==> config.mk <==
export PLATFORM = sky130hd
export DESIGN_NAME = rob_multi_commit
export DESIGN_NICKNAME = d
export VERILOG_FILES = /design/src/rtl/rob_pkg.sv /design/src/rtl/rob_commit_sel.sv /design/src/rtl/rob_multi_commit.sv
export SDC_FILE = /design/constraint.sdc
export NUM_CORES = 2
export LEC_CHECK = 0
export CAP_MARGIN = 5
export CORE_AREA = 10 10 382 384
export CTS_CLUSTER_SIZE = 24
export DETAILED_ROUTE_END_ITERATION = 8
export DIE_AREA = 0 0 392 394
export DONT_BUFFER_PORTS = 1
export PLACE_DENSITY_LB_ADDON = 0.25
export SLEW_MARGIN = 30
export SYNTH_ARGS = -nofsm -noshare
export SYNTH_HDL_FRONTEND = slang
export SYNTH_SLANG_ARGS = --single-unit
==> constraint.sdc <==
create_clock -name clk -period 16.95 [get_ports clk]
set_input_delay 1.695 -clock clk [delete_from_list [all_inputs] [get_ports clk]]
set_output_delay 1.695 -clock clk [all_outputs]
set_load 0.05 [all_outputs]
==> src/rtl/rob_pkg.sv <==
// Shared definitions for the reorder buffer.
//   - opcode-class codes carried in each ROB entry (LUI..RTYPE)
//   - TRUE/FALSE single-bit constants
//   - rob_id_w(): width of a ROB id for a given log2 depth
package rob_pkg;

    localparam logic TRUE  = 1'b1;
    localparam logic FALSE = 1'b0;

    localparam logic [5:0] OPC_LUI    = 6'd0;
    localparam logic [5:0] OPC_AUIPC  = 6'd1;
    localparam logic [5:0] OPC_JAL    = 6'd2;
    localparam logic [5:0] OPC_JALR   = 6'd3;
    localparam logic [5:0] OPC_BRANCH = 6'd4;
    localparam logic [5:0] OPC_LOAD   = 6'd5;
    localparam logic [5:0] OPC_STORE  = 6'd6;
    localparam logic [5:0] OPC_OPIMM  = 6'd7;
    localparam logic [5:0] OPC_RTYPE  = 6'd8;
    localparam logic [5:0] OPC_OP     = OPC_RTYPE;

    function automatic int rob_id_w(input int depth_log);
        return (depth_log < 1) ? 1 : depth_log;
    endfunction

endpackage

==> src/rtl/rob_commit_sel.sv <==
// Commit-slot qualification for the two oldest ROB entries.
// Ports:
//   rdy                   global enable; 0 forces all strobes low
//   has_one / has_two     at least one / two live entries
//   h0_* / h1_*           fields of the entries at head and head+1
//   reg_write[1:0]        per-slot register commit strobe
//   st_commit             store retire strobe (slot 0 only)
//   mispredict            branch at slot 0 retires with a wrong prediction
//   n_commit              number of entries retiring this cycle (0..2)
module rob_commit_sel
    import rob_pkg::*;
#(
    parameter int COMMIT_W = 2
) (
    input  logic       rdy,
    input  logic       has_one,
    input  logic       has_two,
    input  logic       h0_ready,
    input  logic [5:0] h0_opcode,
    input  logic       h0_pred_taken,
    input  logic       h0_value0,
    input  logic       h1_ready,
    input  logic [5:0] h1_opcode,
    output logic [1:0] reg_write,
    output logic       st_commit,
    output logic       mispredict,
    output logic [1:0] n_commit
);

    logic h0_special;
    logic h1_special;

    // Branches and stores have side effects outside the register file, so
    // they always retire alone in slot 0.
    assign h0_special = (h0_opcode == OPC_BRANCH) || (h0_opcode == OPC_STORE);
    assign h1_special = (h1_opcode == OPC_BRANCH) || (h1_opcode == OPC_STORE);

    always_comb begin
        reg_write  = '0;
        st_commit  = FALSE;
        mispredict = FALSE;
        n_commit   = 2'd0;
        if (rdy && has_one && h0_ready) begin
            n_commit = 2'd1;
            if (h0_opcode == OPC_STORE) begin
                st_commit = TRUE;
            end else if (h0_opcode == OPC_BRANCH) begin
                mispredict = (h0_pred_taken != h0_value0);
            end else begin
                reg_write[0] = TRUE;
            end
            if ((COMMIT_W == 2) && has_two && h1_ready && !h0_special && !h1_special) begin
                reg_write[1] = TRUE;
                n_commit     = 2'd2;
            end
        end
    end

endmodule

==> src/rtl/rob_multi_commit.sv <==
// Reorder buffer: circular queue of 2**DEPTH_LOG in-flight instructions.
// One issue per cycle, CDB_N result buses, up to COMMIT_W in-order commits,
// self-flush and fetch redirect on a branch mispredict.
// Ports:
//   clk, rst, rdy                       clock, async active-high reset, global enable
//   is_*                                issue request, assigned id (tail) and full flag
//   q_id / q_rdy / q_val                two combinational operand lookups (CDB forwarded)
//   cdb_valid / cdb_id / cdb_value      result broadcast channels
//   cm_valid / cm_dest / cm_value / cm_rob_id   register commit slots
//   st_commit / st_lsb_id               store retire to the LSB
//   flush / flush_pc                    registered one-cycle redirect
module rob_multi_commit
    import rob_pkg::*;
#(
    parameter int DEPTH_LOG = 4,
    parameter int CDB_N     = 2,
    parameter int COMMIT_W  = 2
) (
    input  logic                            clk,
    input  logic                            rst,
    input  logic                            rdy,
    input  logic                            is_valid,
    output logic                            is_full,
    output logic [DEPTH_LOG-1:0]            is_rob_id,
    input  logic [5:0]                      is_opcode,
    input  logic                            is_ready,
    input  logic [31:0]                     is_value,
    input  logic [4:0]                      is_dest,
    input  logic                            is_pred_taken,
    input  logic [31:0]                     is_alt_pc,
    input  logic [2*DEPTH_LOG-1:0]          q_id,
    output logic [1:0]                      q_rdy,
    output logic [63:0]                     q_val,
    input  logic [CDB_N-1:0]                cdb_valid,
    input  logic [CDB_N*DEPTH_LOG-1:0]      cdb_id,
    input  logic [CDB_N*32-1:0]             cdb_value,
    output logic [COMMIT_W-1:0]             cm_valid,
    output logic [COMMIT_W*5-1:0]           cm_dest,
    output logic [COMMIT_W*32-1:0]          cm_value,
    output logic [COMMIT_W*DEPTH_LOG-1:0]   cm_rob_id,
    output logic                            st_commit,
    output logic [DEPTH_LOG-1:0]            st_lsb_id,
    output logic                            flush,
    output logic [31:0]                     flush_pc
);

    localparam int DEPTH = 2 ** DEPTH_LOG;
    localparam int CW    = DEPTH_LOG + 1;

    logic [DEPTH_LOG-1:0] head, tail, head_nxt1;
    logic [CW-1:0]        count;
    logic [DEPTH-1:0]     ready_q;
    logic [DEPTH-1:0]     pred_q;
    logic [31:0]          value_q  [DEPTH];
    logic [31:0]          alt_pc_q [DEPTH];
    logic [5:0]           opcode_q [DEPTH];
    logic [4:0]           dest_q   [DEPTH];

    logic                 issue_en;
    logic [CDB_N-1:0]     cdb_live;
    logic [1:0]           reg_write;
    logic [1:0]           n_commit;
    logic                 mispredict;
    logic [DEPTH_LOG-1:0] qid;
    logic [DEPTH_LOG-1:0] slot_id;

    assign is_full   = (count == CW'(DEPTH));
    assign is_rob_id = tail;
    assign issue_en  = rdy && is_valid && !is_full;
    assign head_nxt1 = head + DEPTH_LOG'(1);

    // An entry is live when its distance from head is below count.
    always_comb begin
        cdb_live = '0;
        for (int c = 0; c < CDB_N; c++) begin
            cdb_live[c] = cdb_valid[c] &&
                ({1'b0, cdb_id[c*DEPTH_LOG +: DEPTH_LOG] - head} < count);
        end
    end

    rob_commit_sel #(.COMMIT_W(COMMIT_W)) u_commit_sel (
        .rdy           (rdy),
        .has_one       (count != '0),
        .has_two       (count > CW'(1)),
        .h0_ready      (ready_q[head]),
        .h0_opcode     (opcode_q[head]),
        .h0_pred_taken (pred_q[head]),
        .h0_value0     (value_q[head][0]),
        .h1_ready      (ready_q[head_nxt1]),
        .h1_opcode     (opcode_q[head_nxt1]),
        .reg_write     (reg_write),
        .st_commit     (st_commit),
        .mispredict    (mispredict),
        .n_commit      (n_commit)
    );

    always_ff @(posedge clk or posedge rst) begin
        if (rst) begin
            head     <= '0;
            tail     <= '0;
            count    <= '0;
            ready_q  <= '0;
            flush    <= 1'b0;
            flush_pc <= '0;
        end else begin
            flush <= mispredict;
            if (mispredict) begin
                head     <= '0;
                tail     <= '0;
                count    <= '0;
                ready_q  <= '0;
                flush_pc <= alt_pc_q[head];
            end else if (rdy) begin
                head  <= head + DEPTH_LOG'(n_commit);
                count <= count + CW'(issue_en) - CW'(n_commit);
                if (issue_en) begin
                    tail          <= tail + DEPTH_LOG'(1);
                    ready_q[tail] <= is_ready;
                end
                for (int c = CDB_N - 1; c >= 0; c--) begin
                    if (cdb_live[c]) ready_q[cdb_id[c*DEPTH_LOG +: DEPTH_LOG]] <= 1'b1;
                end
            end
        end
    end

    // Entry payload is only meaningful while its ready/live state says so.
    // Descending channel loop makes the lowest channel the last writer.
    always_ff @(posedge clk) begin
        if (rdy && !mispredict) begin
            if (issue_en) begin
                value_q[tail]  <= is_value;
                alt_pc_q[tail] <= is_alt_pc;
                opcode_q[tail] <= is_opcode;
                dest_q[tail]   <= is_dest;
                pred_q[tail]   <= is_pred_taken;
            end
            for (int c = CDB_N - 1; c >= 0; c--) begin
                if (cdb_live[c]) begin
                    value_q[cdb_id[c*DEPTH_LOG +: DEPTH_LOG]] <= cdb_value[c*32 +: 32];
                end
            end
        end
    end

    always_comb begin
        q_rdy = '0;
        q_val = '0;
        qid   = '0;
        for (int q = 0; q < 2; q++) begin
            qid = q_id[q*DEPTH_LOG +: DEPTH_LOG];
            if (ready_q[qid]) begin
                q_rdy[q]         = 1'b1;
                q_val[q*32 +: 32] = value_q[qid];
            end
            for (int c = CDB_N - 1; c >= 0; c--) begin
                if (cdb_valid[c] && (cdb_id[c*DEPTH_LOG +: DEPTH_LOG] == qid)) begin
                    q_rdy[q]          = 1'b1;
                    q_val[q*32 +: 32] = cdb_value[c*32 +: 32];
                end
            end
        end
    end

    always_comb begin
        cm_valid  = '0;
        cm_dest   = '0;
        cm_value  = '0;
        cm_rob_id = '0;
        slot_id   = '0;
        for (int k = 0; k < COMMIT_W; k++) begin
            slot_id = head + DEPTH_LOG'(k);
            if (reg_write[k]) begin
                cm_valid[k]                      = 1'b1;
                cm_dest[k*5 +: 5]                = dest_q[slot_id];
                cm_value[k*32 +: 32]             = value_q[slot_id];
                cm_rob_id[k*DEPTH_LOG +: DEPTH_LOG] = slot_id;
            end
        end
    end

    assign st_lsb_id = st_commit ? dest_q[head][DEPTH_LOG-1:0] : '0;

endmodule
# ---- Word-level counts from Yosys, hierarchy flattened
# Memories as Yosys holds them, arrays and structs flattened. A register that Yosys moved wholly into a read port is not among the register bits.
# Index checks and enable logic that the tools add are counted.
dict set report op_classes {
  magnitude_cmp 13
  muxes 75
  n_reduce_logical 28
  n_addsub 7
  n_bitwise 2
  n_eq_ne 10
}
# operator n
set op_table {}
lappend op_table {{two-way mux 32 bit} 8}
lappend op_table {{two-way mux 16 bit} 9}
lappend op_table {{less-than comparator 4 x 5 -> 1 bit (second input constant)} 7}
lappend op_table {{two-way mux 1 bit} 33}
lappend op_table {{bitwise mux 16 bit} 2}
lappend op_table {{two-way mux 4 bit} 8}
lappend op_table {{bitwise OR 16 bit} 2}
lappend op_table {{== test 6 x 3 -> 1 bit (second input constant)} 4}
lappend op_table {{binary-select mux 1 bit (select 4 bit)} 5}
lappend op_table {{two-way mux 5 bit} 4}
lappend op_table {{logical AND 1 bit} 17}
lappend op_table {{== test 4 bit} 4}
lappend op_table {{demux 1 bit (select 4 bit)} 3}
lappend op_table {{>= comparator 4 x 1 -> 1 bit (second input constant)} 3}
lappend op_table {{less-than comparator 4 x 5 -> 1 bit} 2}
lappend op_table {{adder 4 x 1 -> 4 bit (second input constant)} 2}
lappend op_table {{subtractor 4 bit} 2}
lappend op_table {{two-way mux 2 bit} 3}
lappend op_table {{adder 5 x 1 -> 5 bit} 1}
lappend op_table {{== test 5 bit (second input constant)} 1}
lappend op_table {{greater-than comparator 5 x 1 -> 1 bit (second input constant)} 1}
lappend op_table {{nonzero test 5 bit} 1}
lappend op_table {{subtractor 5 x 2 -> 5 bit} 1}
lappend op_table {{adder 4 x 2 -> 4 bit} 1}
lappend op_table {{5 further kinds} 11}
dict set report word_totals {
  regBits 46
  output_inout_bits 193
  mem_count 4
  mem_bits_rw 1200
  elab_cells 145
}
# memory depth word_bits rd rd_ports_with_merged_regs write_ports line
set mem_list {}
lappend mem_list {alt_pc_q 16 32 1 1 1 rob_multi_commit.sv:55} ;# logic [31:0] alt_pc_q [DEPTH];
lappend mem_list {value_q 16 32 4 0 3 rob_multi_commit.sv:54} ;# logic [31:0] value_q [DEPTH];
lappend mem_list {opcode_q 16 6 2 0 1 rob_multi_commit.sv:56} ;# logic [5:0] opcode_q [DEPTH];
lappend mem_list {dest_q 16 5 2 0 1 rob_multi_commit.sv:57} ;# logic [4:0] dest_q [DEPTH];

# ---- Longest topological paths before layout
dict set report logic_depth {
  depth_word 16
  ltp_mapped 22
  ltp_nobuf 20
}

# ---- Modules after synthesis
# From an unflattened synthesis, not the netlist that was laid out.
dict set report unflattened {
  cells_unflattened 4879
  area_unflattened_um2 77755.8
}
# mod area_per_inst_um2 n_inst cells_each
set by_module_without_submodules {}
lappend by_module_without_submodules {rob_multi_commit 77652.0 1 4865}
lappend by_module_without_submodules {rob_commit_sel 103.8 1 14}

# ---- Worst setup path before layout
# OpenSTA, ideal clock, no wires.
dict set report synth_path {
  path_type {in2reg}
  from {input port rdy}
  to {memory value_q[6][0], enable pin}
  setup_slack_ns 9.655
  required_ns 16.417
  n_path_buf 4
  cell_stages 10
  t_arrival_ns 6.762
  path_cell_list {buf_2 clkinv_1 a31oi_1 and3_1 clkbuf_1 o31ai_2 nor2_1 buf_2 buf_2 o311ai_0}
}
# item line
set synth_rtl {}
lappend synth_rtl {{start, declared} rob_multi_commit.sv:21} ;# input logic rdy,
lappend synth_rtl {{end, declared} rob_multi_commit.sv:54}

# ---- Worst setup path after layout
dict set report layout_path {
  from {register head[1]}
  to {output port cm_rob_id[7]}
}
dict set report layout_between {
  elab_chain_cells 9
  word_cells_on_any_way 21
}
# item line
set layout_rtl {}
lappend layout_rtl {{start, declared} rob_multi_commit.sv:50} ;# logic [DEPTH_LOG-1:0] head, tail, head_nxt1;
lappend layout_rtl {{start signal, assigned} rob_multi_commit.sv:114} ;# head <= head + DEPTH_LOG'(n_commit);
lappend layout_rtl {{adder 4 x 1 -> 4 bit or memory read (16 x 6 bit) (tied branches)} n/a}
lappend layout_rtl {{memory read (16 x 6 bit), or another cell as far along} n/a}
lappend layout_rtl {{== test 6 x 3 -> 1 bit, or another cell as far along} rob_commit_sel.sv:36} ;# assign h1_special = (h1_opcode == OPC_BRANCH) || (h1_opcode == OPC_STORE);
lappend layout_rtl {{logical OR 1 bit, or another cell as far along} rob_commit_sel.sv:36}
lappend layout_rtl {{logical NOT 1 bit or logical AND 1 bit (tied branches)} rob_commit_sel.sv:52} ;# if ((COMMIT_W == 2) && has_two && h1_ready && !h0_special && !h1_special) begin
lappend layout_rtl {{logical AND 1 bit} rob_commit_sel.sv:52}
lappend layout_rtl {{two-way mux 1 bit} rob_commit_sel.sv:52}
lappend layout_rtl {{two-way mux 2 bit} rob_commit_sel.sv:43} ;# if (rdy && has_one && h0_ready) begin
lappend layout_rtl {{two-way mux 4 bit *} rob_multi_commit.sv:173} ;# if (reg_write[k]) begin
lappend layout_rtl {{end, declared} rob_multi_commit.sv:40} ;# output logic [COMMIT_W*DEPTH_LOG-1:0] cm_rob_id,
# Every way passes the cells marked *; elsewhere a longest branch is shown, timed or not. The select of a mux whose other input is x is not followed.

==> results.yml <==
grt:
  antenna_found_initial: 5
  grt_max_degree: 141
  grt_util_all_layers_pct: 35.1
  grt_pass1_vias: 53600
  grt-ovfl-total: 0
  grt_pass1_wl_mm: 391
yosys:
  yosysSeqAreaShare_pct: 50.4
  synthTopCellsByCount: "edfxtp_1, mux4_2, nor2_1"
  avgSynthCellArea_um2: 13.9
  ys_ff_latch: 1278
  ys_types: 74
  netlist_instances: 5424
  synthFlopType: "edfxtp_1"
  synth_largest_area_cell: "edfxtp_1"
  synth_most_common_cell: "edfxtp_1"
  synth.area.top_cells: "edfxtp_1, mux4_2, nor2_1, a21oi_1, a22oi_1"
  async_flop_share_pct: 4.85
  netlist.area_leader.share_pct: 48.3
  synth_area_mm2: 0.0755
  synth_edf_count: 1216
  syn-num-nets: 5620
  synth_warnings: 0
clock_network:
  cts_buffer_depth: 3
  h-tree-depth: 4
  cts.repair.resized: 0
  clk_latency_ns: 0.84
  cts_setup_buffers: 0
  cts_tree: "built"
  cts.sink_count: 1278
  root_buffer: "clkbuf_16"
  clkTransAtPathRegs_ns: 0.07
  cts-hold-fix-buffers: 0
  cts_made_buffers: 140
final_layout:
  final_layout_size_suffix_gt1_share_pct: 27.8
  fin_cells: 6961
  nFillCells: 10303
  syn_to_final_growth_pct: 8.39
  nNetsFinal: 5227
  utilization_pct: 59.1
timing:
  setup_viol: 0
  hold_violations: 0
  fin_crit_ns: 7.89
  tns_ns: 0
  fmax_mhz: 127
  relSlewSlack_pct: 25.3
  finalMaxSlewViolations: 0
  worst_slew_pin_slew_ns: 1.12
  period_share_pct: 46.5
  skew_ns: 0.0590
  grt_setup_unrepaired: "false"
routing:
  first_iter_violations: 9268
  drtPass1Iterations: 8
  vias: 54879
  wire_per_inst_um: 39.7
  drcViolationCount: 0
  vias_per_cell: 7.88
  wl_mm: 276
  ant_nets: 0
floorplanning:
  ios: 356
  fp-row-count: 137
  die_x_um: 392
  initial_core_util_pct: 54.5
  core_mm2: 0.139
  fp.dieArea_mm2: 0.154
  dieHeight_um: 394
place:
  place_congestion: 0.896
  post-place-cells: 6690
  dp_hpwl_mm: 152
  io_buffers: 0
worst_setup_path:
  end_kind: "primary output"
  crit_fanout: 51
  cp_slowest_stage_delay_ns: 0.83
  crit_path_top_delay_cell: "nor2b_1"
  critPathRequiredTime_ns: 15.25
  start_kind: "flip-flop"
  worstSetupPathType: "reg2out"
  crit_chain: "ha_4 -> buf_4 -> mux4_2 -> nand2_1 -> a2111oi_0 -> o211a_4 -> and2_1 -> nor2b_1"
  arrival_ns: 6.19
power_and_ir_drop:
  finalPower_mw: 12.1
  p_leak_nw: 26.7
  vdd_drop_max_mv: 0.133
  power.density_mw_per_mm2: 147
run:
  maxCapViolCount: 0
status:
  status: "finished clean"
min_path:
  hold_class: "reg2reg"
routing by layer:
metal  vias up  track usage [%]  share of wire [%]  wire length, µm
li1      21048                -                  -                -
met1     27237             43.2                 32            89100
met2      5344             51.5                 44           122000
met3      1240             14.6                 16            45000
met4        10             21.7                7.2            19900
met5         -                0              0.027               75
power by group:
group | internal, mW | switching, mW
Sequential | 3.73 | 0.375
Clock | 1.78 | 1.40
Combinational | 1.90 | 2.87
Total | 7.41 | 4.64
layout by cell type (no fill, tap or decap), types with 29 or more instances in the layout:
cell type	count
edfxtp_1	1216
mux4_2	877
nor2_1	751
a21oi_1	528
a22oi_1	258
nand2_1	257
clkbuf_16	140
buf_4	129
mux2i_1	107
a32oi_1	97
and3_1	83
dfrtp_1	59
o21ai_1	49
mux2_2	34
a31oi_1	34
clkbuf_1	29
worst max-delay path: cells and delay by family, from the launching register on:
kind,cells,cell delay [ns]
AND/OR/NAND/NOR,3,1.61
AO/OA/AOI/OAI,2,1.27
buffers and inverters,1,0.72
flip-flops,1,0.71
adder cells (fa/ha/maj),1,0.67
multiplexers,1,0.38
sequential cells by signal, indices dropped and copies added, names as in the netlist:
name	flops
dest_q	80
head	4
flush	1
flush_pc	32
ready_q	16
pred_q	16
opcode_q	96
value_q	512
is_rob_id	4
count	5
alt_pc_q	512
final cells by class:
class | instances | area, µm² | share of cell area [%]
inverter | 32 | 126 | 0.154
clock inverter | 82 | 1100 | 1.34
clock buffer | 177 | 3720 | 4.55
antenna | 6 | 15.0 | 0.0183
multi-input combinational | 3427 | 35200 | 43.0
sequential | 1278 | 38100 | 46.5
tap | 1807 | 2260 | 2.76
timing repair buffer | 152 | 1380 | 1.69
path summary, 6_finish.rpt:
check | startpoint | to | slack, ns | cells past startpoint
min in group asynchronous | rst | flush_pc[20] | 0.67 | 1
worst min register to register | count[0] | count[0] | 0.66 | 1
max in group asynchronous | rst | head[1] | 15.04 | 2
worst max register to register | head[0] | value_q[8][15] | 9.42 | 15
worst min-delay path | count[0] | count[0] | 0.66 | 1
worst max-delay path | head[1] | cm_rob_id[7] | 9.06 | 8
cell families after synthesis:
family | count (synthesis) | share of synthesized area (%)
DFF | 1278 | 50.4
and+or+nand+nor | 1208 | 6.62
AOI/OAI and AO/OA | 1134 | 9.89
muxes | 1018 | 28.1
buffers and inverters | 719 | 4.04
xor gates and xnor gates | 34 | 0.394
adders and majority gates | 33 | 0.586
metrics by stage:
stage	hold slack [ns]	setup WS, ns	area [µm²]
2_1_floorplan	0.552	9.65	75500
3_3_place_gp	0.622	9.12	76700
3_5_place_dp	0.635	9.10	76900
4_1_cts	0.642	8.57	81700
5_1_grt	0.667	8.80	81900
6_report	0.658	9.06	81900
(Power assumes the default switching activity.)
